[src/rtl/hms_pkg.sv]
// -----------------------------------------------------------------------------
// hms_pkg
// Shared definitions for the hms_timekeeper time-of-day stage:
//   - field width and range limits for hour/minute/second
//   - controller state encoding (IDLE, RUN, LOAD)
//   - hms_t, the packed hour/minute/second record
// -----------------------------------------------------------------------------
package hms_pkg;

    localparam int TIME_W = 6;

    localparam logic [TIME_W-1:0] HOUR_MAX = 6'd23;
    localparam logic [TIME_W-1:0] MIN_MAX  = 6'd59;
    localparam logic [TIME_W-1:0] SEC_MAX  = 6'd59;

    typedef enum logic [1:0] {
        IDLE = 2'd0,
        RUN  = 2'd1,
        LOAD = 2'd2
    } state_t;

    typedef struct packed {
        logic [TIME_W-1:0] hour;
        logic [TIME_W-1:0] min;
        logic [TIME_W-1:0] sec;
    } hms_t;

endpackage

[src/rtl/hms_tick_gen.sv]
// -----------------------------------------------------------------------------
// hms_tick_gen
// One-second prescaler: counts 0..TICK_DIV-1 while enabled, wraps to 0 after
// the terminal count, and is forced to 0 by the clear input.
//
// Parameters:
//   TICK_DIV  clk cycles per tick (>= 2)
//   CNT_W     counter width, 2**CNT_W >= TICK_DIV
// Ports:
//   i_clk     system clock, rising edge
//   i_reset   asynchronous, active-high reset
//   i_clr     synchronous clear to 0 (has priority over i_en)
//   i_en      count enable
//   o_tc      high while enabled and the counter holds TICK_DIV-1
// -----------------------------------------------------------------------------
module hms_tick_gen #(
    parameter int TICK_DIV = 100_000_000,
    parameter int CNT_W    = 27
) (
    input  logic i_clk,
    input  logic i_reset,
    input  logic i_clr,
    input  logic i_en,
    output logic o_tc
);

    localparam logic [CNT_W-1:0] TERM = CNT_W'(TICK_DIV - 1);

    logic [CNT_W-1:0] r_cnt;
    logic             w_at_term;

    assign w_at_term = (r_cnt == TERM);
    assign o_tc      = i_en && w_at_term;

    always_ff @(posedge i_clk or posedge i_reset) begin
        if (i_reset) begin
            r_cnt <= '0;
        end else if (i_clr) begin
            r_cnt <= '0;
        end else if (i_en) begin
            if (w_at_term) begin
                r_cnt <= '0;
            end else begin
                r_cnt <= r_cnt + 1'b1;
            end
        end
    end

endmodule

[src/rtl/hms_timekeeper.sv]
// -----------------------------------------------------------------------------
// hms_timekeeper
// Time-of-day register stage. Holds hour/min/sec, advances once per prescaled
// second while running, performs the 23:59:59 -> 00:00:00 rollover and accepts
// range-checked time loads over a valid/ready handshake.
//
// Optional feature macro: HMS_ALARM_EN (adds alarm_set/alarm_h/alarm_m inputs
// and the alarm output pulse).
//
// Parameters:
//   TICK_DIV  clk cycles per one-second tick (>= 2)
//   CNT_W     prescaler width, 2**CNT_W >= TICK_DIV
// Ports:
//   clk        system clock, rising edge
//   reset      asynchronous, active-high reset
//   run        1 = advance on ticks, 0 = frozen
//   set_valid  load request; set_h/set_m/set_s stable while high
//   set_h/m/s  requested time
//   set_ready  high in IDLE/RUN; load accepted on set_valid && set_ready
//   set_err    one-cycle pulse: accepted load had an out-of-range field
//   hour/min/sec  current time
//   tick       one-cycle pulse aligned with the advanced time
//   day_wrap   one-cycle pulse with the tick that wraps to 00:00:00
//   alarm_set/alarm_h/alarm_m, alarm   (HMS_ALARM_EN only)
// -----------------------------------------------------------------------------
module hms_timekeeper
    import hms_pkg::*;
#(
    parameter int TICK_DIV = 100_000_000,
    parameter int CNT_W    = 27
) (
    input  logic              clk,
    input  logic              reset,
    input  logic              run,
    input  logic              set_valid,
    input  logic [TIME_W-1:0] set_h,
    input  logic [TIME_W-1:0] set_m,
    input  logic [TIME_W-1:0] set_s,
    output logic              set_ready,
    output logic              set_err,
    output logic [TIME_W-1:0] hour,
    output logic [TIME_W-1:0] min,
    output logic [TIME_W-1:0] sec,
    output logic              tick,
    output logic              day_wrap
`ifdef HMS_ALARM_EN
    ,
    input  logic              alarm_set,
    input  logic [TIME_W-1:0] alarm_h,
    input  logic [TIME_W-1:0] alarm_m,
    output logic              alarm
`endif
);

    function automatic hms_t next_time(input hms_t t);
        hms_t n;
        if (t.sec < SEC_MAX) begin
            n.hour = t.hour;
            n.min  = t.min;
            n.sec  = t.sec + 6'd1;
        end else if (t.min < MIN_MAX) begin
            n.hour = t.hour;
            n.min  = t.min + 6'd1;
            n.sec  = '0;
        end else if (t.hour < HOUR_MAX) begin
            n.hour = t.hour + 6'd1;
            n.min  = '0;
            n.sec  = '0;
        end else begin
            n.hour = '0;
            n.min  = '0;
            n.sec  = '0;
        end
        return n;
    endfunction

    function automatic logic in_range(input hms_t t);
        return (t.hour <= HOUR_MAX) && (t.min <= MIN_MAX) && (t.sec <= SEC_MAX);
    endfunction

    function automatic logic is_last(input hms_t t);
        return (t.hour == HOUR_MAX) && (t.min == MIN_MAX) && (t.sec == SEC_MAX);
    endfunction

    state_t r_state;
    hms_t   r_time;
    logic   r_set_ready;
    logic   r_set_err;
    logic   r_tick;
    logic   r_day_wrap;

    hms_t   w_set;
    hms_t   w_next;
    logic   w_accept;
    logic   w_running;
    logic   w_tc;
    logic   w_adv;

    assign w_set     = '{hour: set_h, min: set_m, sec: set_s};
    assign w_next    = next_time(r_time);
    assign w_accept  = set_valid && r_set_ready;
    assign w_running = (r_state == RUN);
    // A load on the terminal-count cycle wins; the tick is dropped.
    assign w_adv     = w_running && w_tc && !w_accept;

    // Cleared outside RUN, on a load, and when run drops so any partial
    // second is discarded.
    hms_tick_gen #(
        .TICK_DIV (TICK_DIV),
        .CNT_W    (CNT_W)
    ) u_tick_gen (
        .i_clk   (clk),
        .i_reset (reset),
        .i_clr   (!w_running || w_accept || !run),
        .i_en    (w_running),
        .o_tc    (w_tc)
    );

    always_ff @(posedge clk or posedge reset) begin
        if (reset) begin
            r_state     <= IDLE;
            r_time      <= '0;
            r_set_ready <= 1'b1;
            r_set_err   <= 1'b0;
            r_tick      <= 1'b0;
            r_day_wrap  <= 1'b0;
        end else begin
            r_tick     <= w_adv;
            r_day_wrap <= w_adv && is_last(r_time);
            r_set_err  <= w_accept && !in_range(w_set);

            if (w_accept) begin
                if (in_range(w_set)) begin
                    r_time <= w_set;
                end
                r_state     <= LOAD;
                r_set_ready <= 1'b0;
            end else begin
                // A tick on the cycle run falls is still taken.
                if (w_adv) begin
                    r_time <= w_next;
                end
                case (r_state)
                    IDLE: begin
                        if (run) begin
                            r_state <= RUN;
                        end
                    end
                    RUN: begin
                        if (!run) begin
                            r_state <= IDLE;
                        end
                    end
                    LOAD: begin
                        r_state     <= run ? RUN : IDLE;
                        r_set_ready <= 1'b1;
                    end
                    default: begin
                        r_state     <= IDLE;
                        r_set_ready <= 1'b1;
                    end
                endcase
            end
        end
    end

    assign hour      = r_time.hour;
    assign min       = r_time.min;
    assign sec       = r_time.sec;
    assign set_ready = r_set_ready;
    assign set_err   = r_set_err;
    assign tick      = r_tick;
    assign day_wrap  = r_day_wrap;

`ifdef HMS_ALARM_EN
    logic [TIME_W-1:0] r_al_h;
    logic [TIME_W-1:0] r_al_m;
    logic              r_alarm;
    hms_t              w_al_time;

    assign w_al_time = '{hour: r_al_h, min: r_al_m, sec: '0};

    always_ff @(posedge clk or posedge reset) begin
        if (reset) begin
            r_al_h  <= '0;
            r_al_m  <= '0;
            r_alarm <= 1'b0;
        end else begin
            // Only time advances can match; loads never raise the alarm.
            r_alarm <= w_adv && (w_next == w_al_time);
            if (alarm_set && (alarm_h <= HOUR_MAX) && (alarm_m <= MIN_MAX)) begin
                r_al_h <= alarm_h;
                r_al_m <= alarm_m;
            end
        end
    end

    assign alarm = r_alarm;
`endif

endmodule

[config.mk]
export PLATFORM = sky130hd
export DESIGN_NAME = hms_timekeeper
export DESIGN_NICKNAME = d
export VERILOG_FILES = /design/src/rtl/hms_pkg.sv /design/src/rtl/hms_tick_gen.sv /design/src/rtl/hms_timekeeper.sv
export SDC_FILE = /design/constraint.sdc
export NUM_CORES = 1
export LEC_CHECK = 0
export CAP_MARGIN = 0
export CORE_MARGIN = 2
export CORE_UTILIZATION = 25
export DETAILED_ROUTE_END_ITERATION = 8
export PLACE_DENSITY = 0.46
export SLEW_MARGIN = 40
export SYNTH_ARGS = -nofsm -noshare
export SYNTH_HDL_FRONTEND = slang
export SYNTH_SLANG_ARGS = --single-unit
[constraint.sdc]
create_clock -name clk -period 2.3 [get_ports clk]
set_clock_uncertainty 0.05 [all_clocks]
set_input_delay 0.575 -clock clk [delete_from_list [all_inputs] [get_ports clk]]
set_output_delay 0.575 -clock clk [all_outputs]
set_load 0.01 [all_outputs]
# Yosys cells after proc, flatten, opt, wreduce, memory -nomap -nowiden
# Index checks and enable logic that the tools add are counted.
dict set report classes {
  muxes 16
  eq_ne 12
  n_lt_le_gt_ge 6
  n_addsub 4
  n_reduce_logical 24
}
# operator n
set ops {}
lappend ops {{$mux 18} 6}
lappend ops {{$mux 27} 3}
lappend ops {{$add 27x1->27 const B} 1}
lappend ops {{$eq 27x27->1 const B} 1}
lappend ops {{$add 6x1->6 const B} 3}
lappend ops {{$eq 6x6->1 const B} 2}
lappend ops {{$le 6x6->1 const B} 2}
lappend ops {{$lt 6x6->1 const B} 2}
lappend ops {{$logic_and 1x1->1} 10}
lappend ops {{$eq 6x5->1 const B} 1}
lappend ops {{$le 6x5->1 const B} 1}
lappend ops {{$lt 6x5->1 const B} 1}
lappend ops {{$mux 2} 3}
lappend ops {{$ne 3x3->1 const B} 2}
lappend ops {{$pmux 2 s3} 1}
lappend ops {{$logic_not 1->1} 4}
lappend ops {{$ne 2x1->1 const B} 2}
lappend ops {{$ne 2x2->1 const B} 2}
lappend ops {{$reduce_and 2->1} 2}
lappend ops {{$reduce_and 4->1} 1}
lappend ops {{$reduce_bool 2->1} 2}
lappend ops {{$mux 1} 3}
lappend ops {{$reduce_and 3->1} 1}
lappend ops {{$eq 2x1->1 const B} 1}
lappend ops {{other kinds (4)} 5}
dict set report totals {
  wordCells 71
  ff_bits 51
  input_bits 22
  out_inout_bits 22
}

# Longest topological paths before layout
# Gate-level depths: netlist (run 1).
dict set report depth {
  depth_word 6
  ltp_mapped 7
}

# Hierarchy
# From an unflattened synthesis (run 1), not the netlist that was laid out.
dict set report hier_totals {
  hier_cells 320
  hier_area_um2 3072.9
}
# mod seq_area_each_um2 n_inst area_per_inst_um2 cells_each
set by_module_without_submodules {}
lappend by_module_without_submodules {hms_tick_gen 675.6 1 1619.1 169}
lappend by_module_without_submodules {hms_timekeeper 601.8 1 1453.9 151}

# Worst setup path after synthesis (run 1)
# No wires, ideal clock.
dict set report synth_timing {
  path_type {reg-to-reg}
  start {reg r_time, in the netlist sec[0]}
  end {reg r_time, in the netlist hour[2]}
  path_buffers 0
  arrival_ns 1.805
  required_ns 2.168
  period_less_slack_ns 1.938
  setup_time_ns 0.082
  path_stages_with_launch 7
  setup_slack_ns 0.362
  path_cell_list {dfrtp_1 > ha_1 > o2111a_2 > nand2_1 > or4_4 > o211a_1 > o22ai_1}
}
dict set report synth_via {
  elab_chain_cells 3
}
# element line
set synth_rtl {}
lappend synth_rtl {{from (decl)} hms_timekeeper.sv:86} ;# hms_t r_time;
lappend synth_rtl {{from (signal assigned)} hms_timekeeper.sv:134} ;# r_time <= w_set;
lappend synth_rtl {{from (signal assigned)} hms_timekeeper.sv:141} ;# r_time <= w_next;
lappend synth_rtl {{$lt 6x6->1} hms_timekeeper.sv:57} ;# if (t.sec < SEC_MAX) begin
lappend synth_rtl {{$ne 2x2->1 (no line)} --}
lappend synth_rtl {{$reduce_and 4->1 (no line)} --}
# No other way between the ends.
# A chain may end at the register's enable or synchronous reset.

# Worst setup path in the final report (run 1)
dict set report layout_timing {
  start {reg u_tick_gen.r_cnt[0]}
  end {reg r_time, in the netlist hour[4]}
}
dict set report layout_via {
  elab_chain_cells 6
}
# element line
set layout_rtl {}
lappend layout_rtl {{from (decl)} hms_tick_gen.sv:29} ;# logic [CNT_W-1:0] r_cnt;
lappend layout_rtl {{from (signal assigned)} hms_tick_gen.sv:44} ;# r_cnt <= r_cnt + 1'b1;
lappend layout_rtl {{$eq 27x27->1} hms_tick_gen.sv:32} ;# assign w_at_term = (r_cnt == TERM);
lappend layout_rtl {{$logic_and 1x1->1} hms_tick_gen.sv:33} ;# assign o_tc = i_en && w_at_term;
lappend layout_rtl {{$logic_and 1x1->1 (2 in series)} hms_timekeeper.sv:104} ;# assign w_adv = w_running && w_tc && !w_accept;
lappend layout_rtl {{$reduce_bool 2->1 (no line)} --}
lappend layout_rtl {{$reduce_and 4->1 (no line)} --}
# No other way between the ends.

==> results of run 1 <==
## timing repair
item | 4_1_cts | 5_1_grt
setup buffers | 0 | 0
endpoints found under the setup margin | 0 | 1
resized for setup | 0 | 1
## where the power goes
group / switching [mW] / total, mW / internal [mW]
Clock: 0.313 / 0.526 / 0.213
Sequential: 0.224 / 1.28 / 1.05
Combinational: 0.480 / 1.00 / 0.525
Total: 1.02 / 2.81 / 1.79
## logic make-up (layout without fill, tap and decap cells)
group,Yosys count,in the layout
AND/OR/NAND/NOR,128,128
buffers and inverters,15,82
multiplexers,2,2
XOR/XNOR,25,25
AO/OA/AOI/OAI,57,57
flip-flops,51,51
adder cells (fa/ha/maj),4,4
## sequential cells by signal, indices dropped and copies added, names as in the netlist
register	flops
day_wrap	1
hour	6
min	6
r_state	2
sec	6
set_err	1
set_ready	1
tick	1
u_tick_gen.r_cnt	27
## per-stage QoR
step           cell area [um^2]  TNS [ns]
2_1_floorplan              2720         0
3_3_place_gp               3470   -0.0266
3_5_place_dp               3470    -0.118
4_1_cts                    3560         0
5_1_grt                    3560         0
6_report                   3560         0
## path summary, 6_finish.rpt
| path | start | to | slack [ns] | cells past startpoint |
|---|---|---|---|---|
| setup / recovery | u_tick_gen.r_cnt[0]$_DFFE_PP0P_ | hour[4]$_DFFE_PP0P_ | 0.21 | 7 |
| hold / removal | reset | day_wrap$_DFF_PP0_ | 0.37 | 2 |
| setup reg to reg | u_tick_gen.r_cnt[0]$_DFFE_PP0P_ | hour[4]$_DFFE_PP0P_ | 0.21 | 7 |
| hold reg to reg | r_state[0]$_DFFE_PP0P_ | r_state[0]$_DFFE_PP0P_ | 0.38 | 1 |
| max in group asynchronous | reset | set_ready$_DFFE_PP1P_ | 1.19 | 3 |
| min in group clk | r_state[0]$_DFFE_PP0P_ | r_state[0]$_DFFE_PP0P_ | 0.38 | 1 |
## layout make-up
type / instances / area (um^2) / area share
Multi-Input combinational cell: 216 / 1380 / 0.386
Inverter: 8 / 30.0 / 0.00842
Timing Repair Buffer: 66 / 616 / 0.173
Clock buffer: 5 / 68.8 / 0.0193
Sequential cell: 51 / 1280 / 0.358
Tap cell: 140 / 175 / 0.0491
Clock inverter: 3 / 20.0 / 0.00562
## layout by cell type, fill, tap and decap left out, types with 2 or more instances in the layout
| cell | count |
|---|---|
| a22oi_1 | 5 |
| clkdlybuf4s50_1 | 43 |
| ha_1 | 4 |
| o31ai_1 | 2 |
| o22ai_1 | 3 |
| clkinvlp_4 | 2 |
| nor2_1 | 40 |
| or3_1 | 2 |
| a32oi_1 | 2 |
| a31oi_1 | 4 |
| o21ai_0 | 10 |
| clkbuf_8 | 5 |
| nand2_2 | 2 |
| xor2_1 | 18 |
| and2_1 | 4 |
| nand4_1 | 11 |
| a21oi_1 | 15 |
| xnor2_1 | 7 |
| nor3_1 | 7 |
| and4_1 | 3 |
| nor2b_1 | 3 |
| o21ai_1 | 7 |
| mux2_1 | 2 |
| nor4b_2 | 2 |
| inv_1 | 7 |
| buf_4 | 22 |
| and3_1 | 6 |
| nand2_1 | 18 |
| nand3_1 | 19 |
| nand4_2 | 2 |
| dfrtp_1 | 50 |
| nor4_1 | 2 |
## worst max-delay path, cell delays in order, from the launching register on
cell and delay [ns]:
dfrtp_1 0.39, ha_1 0.25, and4_4 0.26, nand4_4 0.16, o31ai_4 0.39, buf_4 0.23, o211ai_1 0.11, o2bb2ai_1 0.14
## metal layers
| layer | up-vias | global-route usage |
|---|---|---|
| met5 | - | 0 |
| met4 | 0 | 0.0275 |
| met3 | 5 | 0.0265 |
| met2 | 47 | 0.216 |
| met1 | 1109 | 0.169 |
| li1 | 1158 | - |
==> impl_metrics.py, run 1 <==
metrics = {
    "run_status": {
        "status": "completed",
    },
    "power": {
        "leakagePower_nw": 1.42,
        "power_density_mw_per_mm2": 788,
        "power_mw": 2.81,
        "peakVddDrop_mv": 0.317,
    },
    "global_route": {
        "grt_max_degree": 35,
        "grt_pass1_vias": 2323,
        "grt_use_total": 0.128,
        "grt_pass1_wl_um": 11800,
        "grt_overflow": 0,
        "antenna_found_initial": 0,
    },
    "floorplanning": {
        "core_mm2": 0.0107,
        "dieHeight_um": 108,
        "initial_core_util": 0.253,
        "pin_count": 44,
        "die_x_um": 108,
        "rows": 38,
        "die_area_mm2": 0.0117,
    },
    "yosys": {
        "postSynthAreaPerCell_um2": 9.64,
        "synth-xor-area-share": 0.0806,
        "synth_top_flop_cell": "dfrtp_1",
        "ys_ff_latch": 51,
        "syn_area_mm2": 0.00272,
        "ys_warn_count": 0,
        "synth_cells": 282,
        "synth_top_family_by_area": "simple AND/OR/NAND/NOR gates",
        "synth_cell_types": 47,
        "synth_top_area_frac": 0.460,
        "synth_compound_area_frac": 0.135,
        "synth-simple-area-share": 0.262,
        "synthesis.nets": 308,
        "synth_edf_count": 0,
        "synth_most_common_cell": "dfrtp_1",
        "synthAdderAreaFrac": 0.0184,
        "yosys-top-cells-count": "50 x dfrtp_1, 40 x nor2_1, 19 x nand3_1",
        "synth_mux_area_frac": 0.00829,
        "yosysSeqAreaShare": 0.470,
        "async_flop_share": 1.00,
        "yosys.area.top_type": "dfrtp_1",
        "synth.area.top_cells": "dfrtp_1 46%, xor2_1 5.8%, nor2_1 5.5%",
    },
    "timing": {
        "min_period_ns": 2.09,
        "fmax_ghz": 0.479,
        "hold_viol": 0,
        "layout_setup_ws_ns": 0.212,
        "final_max_slew_viol_count": 0,
        "setup_viol": 0,
        "tightest_slew_ns": 0.550,
        "post-route-period-util": 0.908,
        "worst_hold_slack_ns": 0.371,
        "max_slew_margin": 0.631,
        "grt_setup_unrepaired": "no",
    },
    "finish": {
        "fin_util": 0.332,
        "num_antenna_cells": 0,
        "drive_above_1_share": 0.138,
        "areaGrowthSynthToFinish_pct": 31.2,
        "fin_cells": 489,
        "num-nets-final": 374,
        "fillCellCount": 1140,
    },
    "placed_design": {
        "dp.cells": 481,
        "gp_congestion": 0.809,
        "hpwl_um": 5140,
        "portBuffers": 43,
        "post-place-ws_ns": -0.0739,
    },
    "detailed_routing": {
        "ant_nets": 0,
        "drt_iter0_drc": 105,
        "wirelength_um": 7040,
        "wl_met1_um": 3340,
        "drc": 0,
        "wl_met2_um": 3370,
        "viasPerCell": 4.74,
        "routed.top_layer": "met4",
        "vias": 2319,
        "wl_met3_um": 288,
        "routedWlPerCell_um": 14.4,
        "drt_first_pass_iters": 4,
    },
    "critical_path": {
        "cp_data_arrival_time_ns": 2.23,
        "cp-start-kind": "register",
        "worstPathMaxFanout": 10,
        "crit_type": "reg2reg",
        "worstSetupEndpointType": "register",
        "crit_required_ns": 2.44,
    },
    "clock_tree": {
        "ctsLongestPathBuffers": 2,
        "cts_num_sinks": 51,
        "clk_pin_slew_worst_paths_ns": 0.10,
        "clk-insertion-delay-late_ns": 0.30,
        "ctsHoldBuffers": 0,
        "cts_tree": "yes",
        "htreeDepth": 2,
        "cts_buffers": 5,
        "root_buffer": "clkbuf_8",
    },
    "min_path": {
        "hp-class": "in2async",
    },
    "flow_run": {
        "cap_viol_max_count": 0,
    },
}
No activity file was read; power rests on OpenSTA's default activity.
==> run 2, diff against run 1 <==
- GPL_ROUTABILITY_DRIVEN: default -> 1
- SYNTH_HIERARCHICAL: default -> 1
==> run 2 against run 1 <==
Effect of this change: non-clock buffer count is 30 higher; register-to-register slack lost 0.07 ns; flip-flop and latch count is the same; global-route usage increased by 1.3 points; sequential share of layout area down 5.5 points; final cell count grew 14%; final area up 18%; core utilization grew 1.9 points.
==> impl_metrics.py, run 2 <==
metrics = {
    "run_status": {
        "status": "completed",
    },
    "finish": {
        "fin_cells": 558,
        "largest_reg_flops": 27,
        "final_common_cell": "buf_4",
        "num-nets-final": 436,
        "num_antenna_cells": 0,
        "final_cell_mix": "52 x buf_4, 50 x dfrtp_1, 43 x clkdlybuf4s50_1, 30 x nand2_1, 22 x nand3_1",
        "drive_above_1_share": 0.207,
        "regMostFlops": "u_tick_gen/r_cnt",
        "areaGrowthSynthToFinish_pct": 37.1,
        "fin_util": 0.351,
    },
    "detailed_routing": {
        "drc": 0,
        "viasPerCell": 5.20,
        "drt_first_pass_iters": 4,
        "ant_nets": 0,
        "vias": 2903,
        "drt_iter0_drc": 138,
        "wirelength_um": 8840,
        "routedWlPerCell_um": 15.8,
    },
    "critical_path": {
        "r2r-end": "hour[2]$_DFFE_PP0P_",
        "cp-start-kind": "input port",
        "worstPathMaxFanout": 9,
        "critPathCapture": "u_tick_gen/r_cnt[21]$_DFFE_PP0P_",
        "startpoint": "set_valid",
        "crit_type": "in2reg",
        "worstSetupEndpointType": "register",
        "rrSetupSlack_ns": 0.14,
        "ff2ff_path_depth": 7,
        "cp_data_arrival_time_ns": 2.37,
        "crit_required_ns": 2.48,
        "rr_startpoint": "u_tick_gen/r_cnt[11]$_DFFE_PP0P_",
    },
    "yosys": {
        "synth_cell_types": 65,
        "synthesis.nets": 346,
        "ys_ff_latch": 51,
        "synth_most_common_cell": "dfrtp_1",
        "synth_top_area_frac": 0.407,
        "async_flop_share": 1.00,
        "synth_edf_count": 0,
        "yosys-top-cells-count": "50 x dfrtp_1, 30 x nand2_1, 23 x nand3_1",
        "ys_warn_count": 6,
        "postSynthAreaPerCell_um2": 9.60,
        "yosysSeqAreaShare": 0.416,
        "yosys.area.top_type": "dfrtp_1",
        "synth_top_flop_cell": "dfrtp_1",
        "syn_area_mm2": 0.00307,
        "synth.area.top_cells": "dfrtp_1 41%, nand3_1 3.7%, nand2_1 3.7%",
        "synth_cells": 320,
    },
    "placed_design": {
        "gp_congestion": 0.786,
        "dp.cells": 550,
        "hpwl_um": 6620,
        "portBuffers": 43,
    },
    "timing": {
        "worst_hold_slack_ns": 0.377,
        "post-route-period-util": 0.955,
        "tightest_slew_ns": 0.363,
        "setup_viol": 0,
        "final_max_slew_viol_count": 0,
        "final.setup.tns_ns": 0,
        "fmax_ghz": 0.455,
        "max_slew_margin": 0.755,
        "min_period_ns": 2.20,
        "hold_viol": 0,
    },
    "global_route": {
        "grt_overflow": 0,
        "grt_pass1_vias": 2856,
        "use_met2": 0.245,
        "grt_use_total": 0.141,
        "gr-usage-met1": 0.183,
        "busiest_layer": "met2",
        "grt_pass1_wl_um": 14900,
        "grt_max_degree": 28,
        "use_met3": 0.0242,
        "antenna_found_initial": 0,
    },
    "min_path": {
        "hp-class": "reg2reg",
    },
    "floorplanning": {
        "initial_core_util": 0.256,
        "rows": 40,
        "pin_count": 44,
        "dieHeight_um": 115,
        "die_x_um": 115,
        "core_mm2": 0.0120,
        "die_area_mm2": 0.0132,
    },
    "clock_tree": {
        "ctsLongestPathBuffers": 2,
        "cts_tree": "yes",
        "htreeDepth": 2,
        "clk-insertion-delay-late_ns": 0.29,
        "cts_setup_buffers": 0,
        "clk_pin_slew_worst_paths_ns": 0.07,
        "cts_buffers": 5,
        "cts_num_sinks": 51,
        "post_cts_resized": 0,
        "ctsHoldBuffers": 0,
        "root_buffer": "clkbuf_16",
    },
    "power": {
        "power_density_mw_per_mm2": 578,
        "peakVddDrop_mv": 0.325,
        "leakagePower_nw": 1.75,
        "power_mw": 2.43,
    },
    "flow_run": {
        "cap_viol_max_count": 0,
    },
}
[run 2: cell types whose count changed in the layout (fill, tap and decap cells not counted), sizes merged, moves of 5 or more]
| cell | previous run | this run |
|---|---|---|
| o2bb2ai | 1 | 9 |
| nand3 | 19 | 24 |
| xnor2 | 7 | 1 |
| or4 | 1 | 6 |
| buf | 23 | 53 |
| o31ai | 3 | 10 |
| nand2 | 20 | 30 |
| xor2 | 18 | 12 |
| inv | 8 | 14 |
| a22o | 0 | 6 |
| nor2 | 40 | 19 |
[run 2: how the worst min path moves through the flow]
stage | from | end | slack [ns] | cells past startpoint
finish | r_state[0]$_DFFE_PP0P_ | r_state[0]$_DFFE_PP0P_ | 0.38 | 1
global route | r_state[0]$_DFFE_PP0P_ | r_state[0]$_DFFE_PP0P_ | 0.39 | 1
CTS | r_state[0]$_DFFE_PP0P_ | r_state[0]$_DFFE_PP0P_ | 0.38 | 1
detailed placement | r_state[0]$_DFFE_PP0P_ | r_state[0]$_DFFE_PP0P_ | 0.37 | 1
global placement | r_state[0]$_DFFE_PP0P_ | r_state[0]$_DFFE_PP0P_ | 0.37 | 1
floorplan | r_state[0]$_DFFE_PP0P_ | r_state[0]$_DFFE_PP0P_ | 0.36 | 1
[run 2: area by class of cell]
type / count / area (um^2)
clock buffers: 7 / 133
clock inverters: 1 / 30.0
fillers: 1257 / 7800
inverters: 14 / 52.6
multi-input cells: 242 / 1700
flip-flops and latches: 51 / 1280
well taps: 147 / 184
repair buffers: 96 / 841
[run 2: power by group]
group / internal [mW] / switching (mW) / total [mW]
Combinational: 0.275 / 0.241 / 0.516
Clock: 0.515 / 0.323 / 0.838
Sequential: 0.966 / 0.113 / 1.08
[run 2: layer usage]
| metal | vias up | part of all wire | wire length [um] |
|---|---|---|---|
| met5 | - | 0 | 0 |
| met4 | 0 | 0.011 | 93 |
| met3 | 8 | 0.030 | 264 |
| met2 | 52 | 0.50 | 4420 |
| met1 | 1430 | 0.46 | 4060 |
| li1 | 1413 | - | - |
[run 2: stage by stage]
stage	area [um^2]	worst slack, ns
after global routing	4210	-0.00803
after detailed placement	4020	-0.281
after global placement	4020	-0.273
final	4210	0.103
after CTS	4190	0.0226
after floorplan	3070	0.0131
[run 2: critical path, stage by stage]
cell	delay, ns
clkdlybuf4s50_1	0.51
nand2_1	0.10
nand3_2	0.13
o211a_1	0.22
nand4_4	0.16
or4_4	0.54
a21oi_2	0.14
[run 2: cell families (layout without fill, tap and decap cells)]
family / after synthesis / count (layout) / synth area share
AOI/OAI and AO/OA: 82 / 82 / 0.202
DFF: 51 / 51 / 0.416
muxes: 7 / 7 / 0.0273
xor gates and xnor gates: 13 / 13 / 0.0371
and+or+nand+nor: 136 / 136 / 0.260
buffers and inverters: 27 / 118 / 0.0415
adders and majority gates: 4 / 4 / 0.0163
==> run 3, diff against run 2 <==
- ABC_CLOCK_PERIOD_IN_PS: default -> 2400
- clock period: 2.3 -> 2.4 ns (I/O delays scaled with it)
==> run 3 against run 2 <==
Effect of this change: final cell count is 1.3% lower; final area is 1.7% lower; via count fell by 2.2%; total power down 7.7%; critical path depth did not move; worst hold slack improved by 0.014 ns; flip-flop and latch count stayed put; global-route usage about the same; critical endpoint is now u_tick_gen/r_cnt[25]$_DFFE_PP0P_; wire length grew 0.76%; die area is the same.
==> impl_metrics.py, run 3 (synthesized netlist as in run 2, its figures left out) <==
metrics = {
    "run_status": {
        "status": "completed",
    },
    "global_route": {
        "grt_use_total": 0.141,
        "grt_overflow": 0,
        "grt_pass1_vias": 2846,
        "antenna_found_initial": 0,
        "grt_max_degree": 28,
        "grt_pass1_wl_um": 15000,
    },
    "clock_tree": {
        "cts_tree": "yes",
        "clk_pin_slew_worst_paths_ns": 0.07,
        "ctsLongestPathBuffers": 2,
        "cts_buffers": 5,
        "cts_num_sinks": 51,
        "ctsHoldBuffers": 0,
        "htreeDepth": 2,
        "clk-insertion-delay-late_ns": 0.29,
        "root_buffer": "clkbuf_16",
    },
    "finish": {
        "num-nets-final": 429,
        "largest_reg_flops": 27,
        "final_common_cell": "dfrtp_1",
        "final_cell_mix": "50 x dfrtp_1, 44 x buf_4, 43 x clkdlybuf4s50_1, 30 x nand2_1, 23 x nand3_1",
        "areaGrowthSynthToFinish_pct": 34.7,
        "regMostFlops": "u_tick_gen/r_cnt",
        "num_antenna_cells": 0,
        "drive_above_1_share": 0.191,
        "fin_util": 0.345,
    },
    "floorplanning": {
        "core_mm2": 0.0120,
        "pin_count": 44,
        "die_x_um": 115,
        "rows": 40,
        "initial_core_util": 0.256,
        "die_area_mm2": 0.0132,
        "dieHeight_um": 115,
    },
    "timing": {
        "max_slew_margin": 0.754,
        "grt_setup_unrepaired": "no",
        "final_max_slew_viol_count": 0,
        "hold_viol": 0,
        "min_period_ns": 2.27,
        "tightest_slew_ns": 0.369,
        "fmax_ghz": 0.440,
        "post-route-period-util": 0.946,
        "worst_hold_slack_ns": 0.391,
        "layout_setup_ws_ns": 0.129,
        "setup_viol": 0,
        "final.setup.tns_ns": 0,
    },
    "power": {
        "switching_share": 0.297,
        "leakagePower_nw": 1.71,
        "pwr-share-seq": 0.462,
        "power.internal_mw": 1.58,
        "power_density_mw_per_mm2": 543,
        "clockPowerShare": 0.317,
        "power_frac_comb": 0.222,
        "p_switching_uw": 668,
        "peakVddDrop_mv": 0.316,
    },
    "critical_path": {
        "worstPathMaxFanout": 9,
        "cp-start-kind": "input port",
        "crit_type": "in2reg",
        "crit_required_ns": 2.57,
        "cp_data_arrival_time_ns": 2.44,
        "rrSetupSlack_ns": 0.25,
        "worstSetupEndpointType": "register",
    },
    "detailed_routing": {
        "ant_nets": 0,
        "vias": 2838,
        "routedWlPerCell_um": 16.2,
        "wirelength_um": 8900,
        "drt_iter0_drc": 105,
        "viasPerCell": 5.15,
        "drc": 0,
        "drt_first_pass_iters": 4,
    },
    "placed_design": {
        "gp_congestion": 0.800,
        "hpwl_um": 6500,
        "post-place-ws_ns": -0.199,
        "portBuffers": 43,
    },
    "min_path": {
        "hp-class": "reg2reg",
    },
    "flow_run": {
        "cap_viol_max_count": 0,
    },
}
==> run 3: metrics by stage <==
| stage | total power [mW] | cells | instance area [um^2] |
|---|---|---|---|
| final | 2.25 | 551 | 4140 |
| after global placement | 1.55 | 543 | 3980 |
| after CTS | 2.28 | 551 | 4120 |
| after floorplan | 1.26 | 320 | 3070 |
| after global routing | 2.38 | 551 | 4140 |
| after detailed placement | 1.55 | 543 | 3980 |
==> run 3: cell type report <==
class / count / area, um^2
fill: 1266 / 7870
inverter: 14 / 52.6
clock inverter: 2 / 12.5
clock buffer: 6 / 129
tap: 147 / 184
multi-input combinational: 242 / 1680
timing repair buffer: 89 / 801
sequential: 51 / 1280
==> run 3: path summary, 6_finish.rpt <==
path	start	end	cells after the start
worst max-delay path	set_valid	u_tick_gen/r_cnt[25]$_DFFE_PP0P_	7
max in group asynchronous	reset	set_ready$_DFFE_PP1P_	3
min in group asynchronous	reset	tick$_DFF_PP0_	3
worst max register to register	u_tick_gen/r_cnt[11]$_DFFE_PP0P_	hour[4]$_DFFE_PP0P_	7
worst min-delay path	r_state[0]$_DFFE_PP0P_	r_state[0]$_DFFE_PP0P_	1
worst min register to register	r_state[0]$_DFFE_PP0P_	r_state[0]$_DFFE_PP0P_	1
==> run 3: routing by layer <==
metal  GRT usage  wire, um  up-vias
met3      0.0269       345        5
met1       0.197      4200     1376
li1            -         -     1397
met5           0         0        -
met4      0.0297        58        0
met2       0.228      4310       60
==> run 3: power by group through the flow <==
stage / clock network [mW] / logic [mW] / registers, mW
CTS: 0.744 / 0.505 / 1.04
detailed placement: 0 / 0.502 / 1.05
floorplan: 0 / 0.213 / 1.05
global route: 0.778 / 0.547 / 1.05
global placement: 0 / 0.502 / 1.05
finish: 0.712 / 0.498 / 1.04
==> run 3: repair_timing <==
action / 4_1_cts / 5_1_grt
setup endpoints to repair: 0 / 6
gates resized for setup: 0 / 3
buffers inserted: 0 / 0
endpoints found under the hold margin: 0 / 0
==> run 3: worst max-delay path: stages <==
cell and delay (ns):
clkdlybuf4s50_1 0.50, nand2_1 0.08, nand3_1 0.16, o211a_1 0.23, nand4_4 0.17, or4_1 0.53, a21oi_1 0.16
